[config.mk]
export PLATFORM = sky130hd
export DESIGN_NAME = vga_fb_arbiter_flat
export DESIGN_NICKNAME = d
export VERILOG_FILES = /design/src/rtl/vga_fb_arbiter_if.sv /design/src/rtl/vga_fb_arbiter.sv /design/src/flat_wrapper.sv
export SDC_FILE = /design/constraint.sdc
export NUM_CORES = 1
export LEC_CHECK = 0
export ABC_AREA = 1
export ABC_CLOCK_PERIOD_IN_PS = 4800
export CAP_MARGIN = 20
export CORE_MARGIN = 2
export CORE_UTILIZATION = 50
export DETAILED_ROUTE_END_ITERATION = 8
export GPL_ROUTABILITY_DRIVEN = 0
export PLACE_DENSITY = 0.86
export SLEW_MARGIN = 10
export SYNTH_ARGS = -nofsm -noshare
export SYNTH_HDL_FRONTEND = slang
export SYNTH_SLANG_ARGS = --single-unit
[constraint.sdc]
create_clock -name clk_i -period 4.8 [get_ports clk_i]
set_clock_uncertainty 0.15 [all_clocks]
set_input_delay 0.72 -clock clk_i [delete_from_list [all_inputs] [get_ports clk_i]]
set_output_delay 0.72 -clock clk_i [all_outputs]
set_load 0.1 [all_outputs]
[src/rtl/vga_fb_arbiter_if.sv]
// Bus bundle for the framebuffer arbiter: display fetch port, host port and
// the single-port RAM port. The arbiter uses the slave view, its
// environment (display fetch, host, RAM) uses the master view.
interface vga_fb_arbiter_if #(
   parameter int AW = 11,
   parameter int DW = 8
);
   logic          activevideo_i;
   logic          disp_req_i;
   logic [AW-1:0] disp_addr_i;
   logic          disp_rvalid_o;
   logic [DW-1:0] disp_rdata_o;
   logic          host_valid_i;
   logic          host_ready_o;
   logic          host_we_i;
   logic [AW-1:0] host_addr_i;
   logic [DW-1:0] host_wdata_i;
   logic          host_rvalid_o;
   logic [DW-1:0] host_rdata_o;
   logic          host_starve_o;
   logic          mem_en_o;
   logic          mem_we_o;
   logic [AW-1:0] mem_addr_o;
   logic [DW-1:0] mem_wdata_o;
   logic [DW-1:0] mem_rdata_i;

   modport slave (
      input  activevideo_i, disp_req_i, disp_addr_i,
      input  host_valid_i, host_we_i, host_addr_i, host_wdata_i,
      input  mem_rdata_i,
      output disp_rvalid_o, disp_rdata_o,
      output host_ready_o, host_rvalid_o, host_rdata_o, host_starve_o,
      output mem_en_o, mem_we_o, mem_addr_o, mem_wdata_o
   );

   modport master (
      output activevideo_i, disp_req_i, disp_addr_i,
      output host_valid_i, host_we_i, host_addr_i, host_wdata_i,
      output mem_rdata_i,
      input  disp_rvalid_o, disp_rdata_o,
      input  host_ready_o, host_rvalid_o, host_rdata_o, host_starve_o,
      input  mem_en_o, mem_we_o, mem_addr_o, mem_wdata_o
   );
endinterface

[src/rtl/vga_fb_arbiter.sv]
// Framebuffer RAM arbiter: display reads always win, host requests wait in a
// one-entry holding register and go out in free cycles. A tag pipeline
// RD_LAT deep routes returning read data to its owner; a saturating wait
// counter flags host starvation seen during blanking.
module vga_fb_arbiter #(
   parameter int AW         = 11,
   parameter int DW         = 8,
   parameter int RD_LAT     = 1,
   parameter int STARVE_MAX = 255
) (
   input  logic             clk_i,
   input  logic             rst_i,
   vga_fb_arbiter_if.slave  bus
);
   localparam logic [7:0] SMAX = 8'(STARVE_MAX);

   typedef enum logic {HOLD_EMPTY, HOLD_FULL} hold_e;

   hold_e            hold_q, hold_d;
   logic             h_we_q, h_we_d;
   logic [AW-1:0]    h_addr_q, h_addr_d;
   logic [DW-1:0]    h_wdata_q, h_wdata_d;
   logic [AW-1:0]    addr_q;
   logic [DW-1:0]    wdata_q;
   logic [RD_LAT-1:0] tvld_q, town_q, tvld_n, town_n;
   logic [DW-1:0]    drd_q, hrd_q;
   logic [7:0]       wcnt_q, wcnt_d;
   logic             starve_q, starve_d;
   logic             issue_disp, issue_host, ready, accept, tag_push;
   logic             disp_rv, host_rv;

   // Arbitration, holding-register next state and host handshake
   always_comb begin
      issue_disp = !rst_i && bus.disp_req_i;
      issue_host = !rst_i && !bus.disp_req_i && (hold_q == HOLD_FULL);
      ready      = !rst_i && ((hold_q == HOLD_EMPTY) || issue_host);
      accept     = ready && bus.host_valid_i;
      hold_d     = hold_q;
      h_we_d     = h_we_q;
      h_addr_d   = h_addr_q;
      h_wdata_d  = h_wdata_q;
      if (issue_host) hold_d = HOLD_EMPTY;
      // a new request may refill the register in the cycle it drains
      if (accept) begin
         hold_d    = HOLD_FULL;
         h_we_d    = bus.host_we_i;
         h_addr_d  = bus.host_addr_i;
         h_wdata_d = bus.host_wdata_i;
      end
      bus.host_ready_o = ready;
   end

   // RAM port: the winner drives address/data, idle cycles keep the last value
   always_comb begin
      bus.mem_en_o    = issue_disp || issue_host;
      bus.mem_we_o    = issue_host && h_we_q;
      bus.mem_addr_o  = addr_q;
      bus.mem_wdata_o = wdata_q;
      if (issue_disp) begin
         bus.mem_addr_o = bus.disp_addr_i;
      end else if (issue_host) begin
         bus.mem_addr_o  = h_addr_q;
         bus.mem_wdata_o = h_wdata_q;
      end
      if (rst_i) begin
         bus.mem_addr_o  = '0;
         bus.mem_wdata_o = '0;
      end
      tag_push = issue_disp || (issue_host && !h_we_q);
   end

   // Tag pipeline input: stage 0 takes the tag of the read issued this cycle
   generate
      if (RD_LAT == 1) begin : g_tag1
         assign tvld_n = tag_push;
         assign town_n = issue_host;
      end else begin : g_tagn
         assign tvld_n = {tvld_q[RD_LAT-2:0], tag_push};
         assign town_n = {town_q[RD_LAT-2:0], issue_host};
      end
   endgenerate

   // Read return: the tag at depth RD_LAT picks the requester for mem_rdata_i
   always_comb begin
      disp_rv = !rst_i && tvld_q[RD_LAT-1] && !town_q[RD_LAT-1];
      host_rv = !rst_i && tvld_q[RD_LAT-1] &&  town_q[RD_LAT-1];
      bus.disp_rvalid_o = disp_rv;
      bus.host_rvalid_o = host_rv;
      bus.disp_rdata_o  = rst_i ? '0 : (disp_rv ? bus.mem_rdata_i : drd_q);
      bus.host_rdata_o  = rst_i ? '0 : (host_rv ? bus.mem_rdata_i : hrd_q);
      bus.host_starve_o = !rst_i && starve_q;
   end

   // Starvation: count blanking cycles a pending host request is passed over
   always_comb begin
      wcnt_d = wcnt_q;
      if (issue_host)
         wcnt_d = '0;
      else if ((hold_q == HOLD_FULL) && !bus.activevideo_i && (wcnt_q < SMAX))
         wcnt_d = wcnt_q + 8'd1;
      starve_d = starve_q || (wcnt_d >= SMAX);
   end

   // State registers
   always_ff @(posedge clk_i) begin
      if (rst_i) begin
         hold_q    <= HOLD_EMPTY;
         h_we_q    <= 1'b0;
         h_addr_q  <= '0;
         h_wdata_q <= '0;
         addr_q    <= '0;
         wdata_q   <= '0;
         tvld_q    <= '0;
         town_q    <= '0;
         drd_q     <= '0;
         hrd_q     <= '0;
         wcnt_q    <= '0;
         starve_q  <= 1'b0;
      end else begin
         hold_q    <= hold_d;
         h_we_q    <= h_we_d;
         h_addr_q  <= h_addr_d;
         h_wdata_q <= h_wdata_d;
         if (bus.mem_en_o) addr_q  <= bus.mem_addr_o;
         if (issue_host)   wdata_q <= h_wdata_q;
         tvld_q    <= tvld_n;
         town_q    <= town_n;
         if (disp_rv) drd_q <= bus.mem_rdata_i;
         if (host_rv) hrd_q <= bus.mem_rdata_i;
         wcnt_q    <= wcnt_d;
         starve_q  <= starve_d;
      end
   end
endmodule

[src/flat_wrapper.sv]
// flat-port wrapper written by rule: the top's interface ports become plain ports
module vga_fb_arbiter_flat 
#(
   parameter int AW         = 11,
   parameter int DW         = 8,
   parameter int RD_LAT     = 1,
   parameter int STARVE_MAX = 255
)
  (clk_i, rst_i, bus_activevideo_i, bus_disp_req_i, bus_disp_addr_i, bus_host_valid_i, bus_host_we_i, bus_host_addr_i, bus_host_wdata_i, bus_mem_rdata_i, bus_disp_rvalid_o, bus_disp_rdata_o, bus_host_ready_o, bus_host_rvalid_o, bus_host_rdata_o, bus_host_starve_o, bus_mem_en_o, bus_mem_we_o, bus_mem_addr_o, bus_mem_wdata_o);
  vga_fb_arbiter_if #(.AW(AW), .DW(DW)) bus_i ();
  input  logic clk_i;
  input  logic rst_i;
  input wire logic [$bits(bus_i.activevideo_i)-1:0] bus_activevideo_i;
  input wire logic [$bits(bus_i.disp_req_i)-1:0] bus_disp_req_i;
  input wire logic [$bits(bus_i.disp_addr_i)-1:0] bus_disp_addr_i;
  input wire logic [$bits(bus_i.host_valid_i)-1:0] bus_host_valid_i;
  input wire logic [$bits(bus_i.host_we_i)-1:0] bus_host_we_i;
  input wire logic [$bits(bus_i.host_addr_i)-1:0] bus_host_addr_i;
  input wire logic [$bits(bus_i.host_wdata_i)-1:0] bus_host_wdata_i;
  input wire logic [$bits(bus_i.mem_rdata_i)-1:0] bus_mem_rdata_i;
  output wire logic [$bits(bus_i.disp_rvalid_o)-1:0] bus_disp_rvalid_o;
  output wire logic [$bits(bus_i.disp_rdata_o)-1:0] bus_disp_rdata_o;
  output wire logic [$bits(bus_i.host_ready_o)-1:0] bus_host_ready_o;
  output wire logic [$bits(bus_i.host_rvalid_o)-1:0] bus_host_rvalid_o;
  output wire logic [$bits(bus_i.host_rdata_o)-1:0] bus_host_rdata_o;
  output wire logic [$bits(bus_i.host_starve_o)-1:0] bus_host_starve_o;
  output wire logic [$bits(bus_i.mem_en_o)-1:0] bus_mem_en_o;
  output wire logic [$bits(bus_i.mem_we_o)-1:0] bus_mem_we_o;
  output wire logic [$bits(bus_i.mem_addr_o)-1:0] bus_mem_addr_o;
  output wire logic [$bits(bus_i.mem_wdata_o)-1:0] bus_mem_wdata_o;
  assign bus_i.activevideo_i = bus_activevideo_i;
  assign bus_i.disp_req_i = bus_disp_req_i;
  assign bus_i.disp_addr_i = bus_disp_addr_i;
  assign bus_i.host_valid_i = bus_host_valid_i;
  assign bus_i.host_we_i = bus_host_we_i;
  assign bus_i.host_addr_i = bus_host_addr_i;
  assign bus_i.host_wdata_i = bus_host_wdata_i;
  assign bus_i.mem_rdata_i = bus_mem_rdata_i;
  assign bus_disp_rvalid_o = bus_i.disp_rvalid_o;
  assign bus_disp_rdata_o = bus_i.disp_rdata_o;
  assign bus_host_ready_o = bus_i.host_ready_o;
  assign bus_host_rvalid_o = bus_i.host_rvalid_o;
  assign bus_host_rdata_o = bus_i.host_rdata_o;
  assign bus_host_starve_o = bus_i.host_starve_o;
  assign bus_mem_en_o = bus_i.mem_en_o;
  assign bus_mem_we_o = bus_i.mem_we_o;
  assign bus_mem_addr_o = bus_i.mem_addr_o;
  assign bus_mem_wdata_o = bus_i.mem_wdata_o;
  vga_fb_arbiter #(.AW(AW), .DW(DW), .RD_LAT(RD_LAT), .STARVE_MAX(STARVE_MAX)) u_core (.clk_i(clk_i), .rst_i(rst_i), .bus(bus_i));
endmodule
==> metrics.json, run 1 <==
{
  "clkSinkCount": 67,
  "drc": 0,
  "seq_area_frac_synth_pct": 47.3,
  "global_route_layer_with_the_greatest_usage": "met2",
  "worstPathArrival_ns": 2.93,
  "cp_endpoint_kind": "output pin",
  "critical_path.max_fanout": 51,
  "fp.dieW_um": 79.3,
  "die_area_um2": 6280,
  "switching_share_pct": 29.3,
  "clk_root_buffer_cell": "clkbuf_8",
  "syn_inst": 389,
  "firstDrtPassIters": 4,
  "worstSkewPairLatency_ns": 0.35,
  "area_growth_from_synthesis_to_final_layout_pct": 43.9,
  "power.density_nw_per_um2": 346,
  "critPathKind": "primary input to output pin",
  "total_power_mw": 1.41,
  "final_hold_viol_count": 0,
  "dp_slack_ns": 1.01,
  "post_detailed_placement_cell_area_um2": 3840,
  "total_routing_usage_reported_by_global_routing_pct": 25.7,
  "ys_types": 24,
  "mostFrequentLayoutCell": "nand2_1",
  "routedWlPerCell_um": 13.6,
  "cts_post_setup_buffers_inserted": 0,
  "row_count": 27,
  "globalRouteMet1Util_pct": 30.1,
  "vdd_ir_max_mv": 0.293,
  "final_count_of_negative_setup_slack_endpoints": 0,
  "timing.critical_path.from": "rst_i",
  "critical_path.slowest_cell": "buf_2",
  "grt.met3_usage_pct": 9.66,
  "global_route.overflow_total": 0,
  "grt_pass1_wl_um": 12500,
  "cap_viol_max_count": 0,
  "layout_cell_area_excl_fill_um2": 4080,
  "synth.net_count": 434,
  "synth.yosys.warnings": 0,
  "logic_gate_share_of_total_power_pct": 19.5,
  "postSynthAreaPerCell_um2": 7.28,
  "synth.ff_latch_count": 67,
  "dr_vias_cell": 5.27,
  "clk_pin_slew_worst_paths_ns": 0.07,
  "detail-route-antenna-nets": 0,
  "period_share_pct": 79.2,
  "rsz0062_at_grt": "false",
  "power_leakage_nw": 1.64,
  "cpLargestDelayFamily": "simple AND/OR/NAND/NOR gates",
  "die_height_um": 79.3,
  "timing.critical_path.slowest_cell_delay_ns": 0.67,
  "cp.buffers_inverters": 2,
  "h-tree-depth": 3,
  "antenna_found_initial": 0,
  "grt_pass1_vias": 2771,
  "timing.max_slew.rel_slack_pct": 34.4,
  "p_sw_mw": 0.414,
  "cp.required_ns": 3.93,
  "initial_cell_density_of_the_core_pct": 51.8,
  "boundaryPins": 85,
  "layout.cells.most_common_list": "130 x nand2_1, 67 x dfxtp_1, 43 x clkdlybuf4s50_1",
  "tightest_slew_ns": 0.982,
  "startpoint_type": "primary input",
  "finalCriticalPeriod_ns": 3.80,
  "antenna_cell_count": 0,
  "wirelength_um": 7390,
  "holdCritStartpoint": "u_core.h_addr_q[9]",
  "place.port_buffers": 84,
  "clk_network_pwr_share_pct": 38.4,
  "status": "finished, final reports clean",
  "detailedPlacementHpwl_um": 5000,
  "fin_tns_setup_ns": 0,
  "rr_startpoint": "u_core.hold_q",
  "layout_cell_share_with_drive_strength_beyond_1_pct": 15.5,
  "cts_repair_resize_count": 0,
  "min_path_type": "flip-flop to flip-flop",
  "fmax_ghz": 0.263,
  "cts_hold_buffers": 0,
  "worst_slack_ns": 1.00,
  "grt_max_degree": 52,
  "routed-via-count": 2860,
  "cts.path.max_buffers": 2,
  "grt_use_met2_pct": 43.0,
  "p_int_mw": 0.997,
  "layout.nets": 511,
  "crit_chain": "buf_2, nor2_1, nor2_4, nand2_1, a31oi_1, buf_12",
  "numCtsBuffers": 9,
  "first_iteration_detailed_routing_drc_count": 168,
  "power_frac_seq_pct": 42.1,
  "netlist_area_um2": 2830,
  "cts_tree": "done",
  "floorplan.core_area_um2": 5470,
  "maxSlewViolCount": 0
}
[through the flow]
| step | utilization (%) | std cells | hold WS (ns) |
|---|---|---|---|
| 3_5_place_dp | 70.2 | 527 | 0.297 |
| 5_1_grt | 74.5 | 543 | 0.350 |
| 6_report | 74.5 | 543 | 0.317 |
| 4_1_cts | 74.5 | 543 | 0.315 |
| 3_3_place_gp | 70.2 | 527 | 0.298 |
| 2_1_floorplan | - | 389 | 0.271 |
[tightest hold or removal path, delay by kind of cell (launching register included)]
kind	cells	cell delay, ns
flops	1	0.31
simple gates	2	0.11
[cell usage after synthesis (all sizes together)]
master	n	area share [%]
nor3	4	0.71
clkbuf	10	1.3
inv	27	3.6
a31oi	22	4.9
buf	11	2.3
o21ai	26	4.6
nand4	1	0.22
dfxtp	67	47
nor2	36	5.9
a21oi	15	2.7
nand3	17	3.0
ha	1	0.44
nand2	134	18
o22ai	1	0.22
a211oi	16	4.2
nand3b	1	0.27
[worst paths after layout]
kind              slack, ns                  to  cells after the start
setup / recovery        1.0  bus_mem_addr_o[10]                      6
hold / removal         0.32  u_core.h_addr_q[9]                      2
setup reg to reg       2.63  u_core.h_addr_q[1]                      5
hold reg to reg        0.32  u_core.h_addr_q[9]                      2
[cells by family (layout without fill, tap and decap cells)]
logic type / after synthesis / in the layout / share of synthesized area [%]
DFF: 67 / 67 / 47.3
adders and majority gates: 1 / 1 / 0.442
AOI/OAI and AO/OA: 80 / 80 / 16.6
and+or+nand+nor: 193 / 193 / 28.4
buffers and inverters: 48 / 130 / 7.24
[state kept, by name, summed over array words and instances, names as in the netlist]
name / flops
u_core.h_we_q: 1
u_core.h_addr_q: 11
u_core.wdata_q: 8
u_core.hrd_q: 8
u_core.addr_q: 11
u_core.wcnt_q: 8
u_core.hold_q: 1
u_core.starve_q: 1
u_core.tvld_q: 1
u_core.drd_q: 8
u_core.town_q: 1
u_core.h_wdata_q: 8
[power groups by stage]
stage | combinational, mW | clock (mW) | sequential, mW
after floorplan | 0.176 | 0 | 0.604
after global placement | 0.268 | 0 | 0.606
after detailed placement | 0.272 | 0 | 0.606
after CTS | 0.275 | 0.548 | 0.594
after global routing | 0.290 | 0.577 | 0.597
final | 0.275 | 0.541 | 0.595
[layer usage]
metal	up-vias	part of all wire, %	wire length, um
met2	99	50	3680
met4	0	2.1	153
met5	-	0	0
li1	1437	-	-
met1	1308	41	3060
met3	16	6.7	496
[cell type report]
class                           count  area, um^2
Clock buffer                       11         151
Clock inverter                      5        85.1
Fill cell                         423        1400
Inverter                           27         101
Multi-Input combinational cell    274        1290
Sequential cell                    67        1340
Tap cell                           72        90.1
Timing Repair Buffer               87        1020
No activity file was read; power rests on OpenSTA's default activity.
==> run 2, diff against run 1 <==
ABC_CLOCK_PERIOD_IN_PS = 3300   (was 4800)
CORE_UTILIZATION = 42   (was 50)
PLACE_DENSITY = 0.77   (was 0.86)
clock period = 3.3 ns   (was 4.8 ns; I/O delays follow)
==> metrics.json, run 2 (synthesis gave the netlist of run 1 again) <==
{
  "status": {"value": "finished, final reports clean", "change": "unchanged"},
  "final_count_of_negative_setup_slack_endpoints": {"value": 0, "change": "unchanged"},
  "cp_endpoint_kind": {"value": "output pin", "change": "unchanged"},
  "maxSlewViolCount": {"value": 0, "change": "unchanged"},
  "startpoint_type": {"value": "primary input", "change": "unchanged"},
  "worst_slack": {"value": 0.461, "unit": "ns", "change": "was 1.00 ns"},
  "crit_chain": {"value": "clkdlybuf4s50_1, inv_1, nand2_1, nor2_4, buf_4, nor2_1, a211oi_2, buf_12", "change": "was buf_2, nor2_1, nor2_4, nand2_1, a31oi_1, buf_12"},
  "global_route.overflow_total": {"value": 0, "change": "unchanged"},
  "antenna_found_initial": {"value": 0, "change": "unchanged"},
  "critical_path.max_fanout": {"value": 25, "change": "was 51"},
  "timing.rr.end": {"value": "u_core.starve_q", "change": "was u_core.h_addr_q[1]"},
  "finalCriticalPeriod_ns": 2.84,
  "layout.cells.most_common_list": {"value": "130 x nand2_1, 67 x dfxtp_1, 42 x clkdlybuf4s50_1", "change": "was 130 x nand2_1, 67 x dfxtp_1, 43 x clkdlybuf4s50_1"},
  "tightest_slew": {"value": 0.585, "unit": "ns", "change": "was 0.982 ns"},
  "worstPathArrival": {"value": 2.19, "unit": "ns", "change": "was 2.93 ns"},
  "floorplan.core_area": {"value": 6420, "unit": "um^2", "change": "was 5470 um^2"},
  "routedWlPerCell": {"value": 13.3, "unit": "um", "change": "was 13.6 um"},
  "period_share_pct": 86.0,
  "cp.buffers_inverters": {"value": 4, "change": "was 2"},
  "cpLargestDelayFamily": {"value": "buffers and inverters", "change": "was simple AND/OR/NAND/NOR gates"},
  "rsz0062_at_grt": {"value": "false", "change": "unchanged"},
  "antenna_cell_count": {"value": 0, "change": "unchanged"},
  "layout.nets": {"value": 516, "change": "was 511"},
  "firstDrtPassIters": {"value": 4, "change": "unchanged"},
  "rr_startpoint": {"value": "u_core.wcnt_q[0]", "change": "was u_core.hold_q"},
  "dr_vias_cell": {"value": 5.17, "change": "was 5.27"},
  "clk_pin_slew_worst_paths": {"value": 0.06, "unit": "ns", "change": "was 0.07 ns"},
  "detailedPlacementHpwl": {"value": 5390, "unit": "um", "change": "was 5000 um"},
  "h-tree-depth": {"value": 3, "change": "unchanged"},
  "die_area": {"value": 7420, "unit": "um^2", "change": "was 6280 um^2"},
  "timing.critical_path.slowest_cell_delay": {"value": 0.44, "unit": "ns", "change": "was 0.67 ns"},
  "layout_cell_area_excl_fill": {"value": 4480, "unit": "um^2", "change": "was 4080 um^2"},
  "critical_path.slowest_cell": {"value": "clkdlybuf4s50_1", "change": "was buf_2"},
  "cts_post_setup_buffers_inserted": {"value": 0, "change": "unchanged"},
  "critical_path_cell_count": {"value": 8, "change": "was 6"},
  "detail-route-antenna-nets": {"value": 0, "change": "unchanged"},
  "layout_cell_share_with_drive_strength_beyond_1": {"value": 23.2, "unit": "%", "change": "was 15.5%"},
  "grt_pass1_vias": {"value": 2794, "change": "was 2771"},
  "total_routing_usage_reported_by_global_routing": {"value": 21.2, "unit": "%", "change": "was 25.7%"},
  "worstRegToRegCells": {"value": 11, "change": "was 5"},
  "cts.path.max_buffers": {"value": 2, "change": "unchanged"},
  "stdcell_count": {"value": 552, "change": "was 543"},
  "power.density": {"value": 443, "unit": "nW/um^2", "change": "was 346 nW/um^2"},
  "drc": {"value": 0, "change": "unchanged"},
  "cts_hold_buffers": {"value": 0, "change": "unchanged"},
  "grt_max_degree": {"value": 49, "change": "was 52"},
  "cts_tree": {"value": "done", "change": "unchanged"},
  "boundaryPins": {"value": 85, "change": "unchanged"},
  "worst_setup_path_endpoint": {"value": "bus_mem_wdata_o[6]", "change": "was bus_mem_addr_o[10]"},
  "area_growth_from_synthesis_to_final_layout": {"value": 58.3, "unit": "%", "change": "was 43.9%"},
  "power_leakage": {"value": 1.75, "unit": "nW", "change": "was 1.64 nW"},
  "timing.critical_path.from": {"value": "bus_disp_req_i", "change": "was rst_i"},
  "fp.dieW": {"value": 86.1, "unit": "um", "change": "was 79.3 um"},
  "post_detailed_placement_cell_area": {"value": 4290, "unit": "um^2", "change": "was 3840 um^2"},
  "dp_slack": {"value": 0.466, "unit": "ns", "change": "was 1.01 ns"},
  "grt_pass1_wl": {"value": 12400, "unit": "um", "change": "was 12500 um"},
  "cp.required": {"value": 2.65, "unit": "ns", "change": "was 3.93 ns"},
  "mostFrequentLayoutCell": {"value": "nand2_1", "change": "unchanged"},
  "clk_root_buffer_cell": {"value": "clkbuf_8", "change": "unchanged"},
  "min_path_type": {"value": "primary input to flip-flop", "change": "was flip-flop to flip-flop"},
  "rrSetupSlack": {"value": 1.49, "unit": "ns", "change": "was 2.63 ns"},
  "row_count": {"value": 29, "change": "was 27"},
  "final_hold_viol_count": {"value": 0, "change": "unchanged"},
  "cts_repair_resize_count": {"value": 0, "change": "unchanged"},
  "timing.max_slew.rel_slack": {"value": 61.0, "unit": "%", "change": "was 34.4%"},
  "initial_cell_density_of_the_core": {"value": 44.1, "unit": "%", "change": "was 51.8%"},
  "top_regs": {"value": "u_core.addr_q (11), u_core.h_addr_q (11)", "change": "unchanged"},
  "vdd_ir_max": {"value": 0.305, "unit": "mV", "change": "was 0.293 mV"},
  "routed-via-count": {"value": 2855, "change": "was 2860"},
  "cap_viol_max_count": {"value": 0, "change": "unchanged"},
  "die_height": {"value": 86.1, "unit": "um", "change": "was 79.3 um"},
  "cell_total_after_placement": {"value": 537, "change": "was 527"},
  "place.port_buffers": {"value": 84, "change": "unchanged"},
  "numCtsBuffers": {"value": 9, "change": "unchanged"},
  "critPathKind": {"value": "primary input to output pin", "change": "unchanged"},
  "wirelength": {"value": 7340, "unit": "um", "change": "was 7390 um"},
  "worstSkewPairLatency": {"value": 0.34, "unit": "ns", "change": "was 0.35 ns"},
  "fmax_ghz": 0.352,
  "clkSinkCount": {"value": 67, "change": "unchanged"},
  "first_iteration_detailed_routing_drc_count": {"value": 107, "change": "was 168"}
}
-- run 2: per-layer routing --
layer	routed length, um	track usage, %	part of all wire [%]
met5	0	0	0
met4	157	10.1	2.1
met3	550	7.41	7.5
met2	3580	35.7	49
met1	3050	23.9	42
-- run 2: layout make-up --
class	count	area [um^2]
fill	494	1940
tap	77	96.3
clock inverter	2	35.0
timing repair buffer	92	1290
sequential	67	1340
inverter	27	101
multi-input combinational	274	1460
clock buffer	13	159
-- run 2: metrics by stage --
stage	utilization, %	hold WS, ns	total power, mW	setup TNS [ns]
after floorplan	-	0.271	1.15	-0.0387
after global placement	66.8	0.291	1.32	0
after detailed placement	66.8	0.289	1.33	0
after CTS	69.8	0.219	2.00	0
after global routing	69.8	0.238	2.06	0
final	69.8	0.230	1.99	0
-- run 2: how the worst min path moves through the flow --
stage | from | endpoint | slack, ns | depth (start not counted)
4_1_cts | rst_i | u_core.hold_q | 0.22 | 2
3_3_place_gp | u_core.starve_q | u_core.starve_q | 0.29 | 2
3_5_place_dp | u_core.starve_q | u_core.starve_q | 0.29 | 2
5_1_grt | rst_i | u_core.hold_q | 0.24 | 2
6_report | rst_i | u_core.hold_q | 0.23 | 2
2_1_floorplan | u_core.starve_q | u_core.starve_q | 0.27 | 2
-- run 2: power by group --
| part | leakage [nW] | total, mW | switching, mW | internal (mW) |
|---|---|---|---|---|
| registers | 0.548 | 0.864 | 0.0157 | 0.848 |
| logic | 1.10 | 0.442 | 0.279 | 0.163 |
| clock network | 0.0995 | 0.681 | 0.295 | 0.386 |
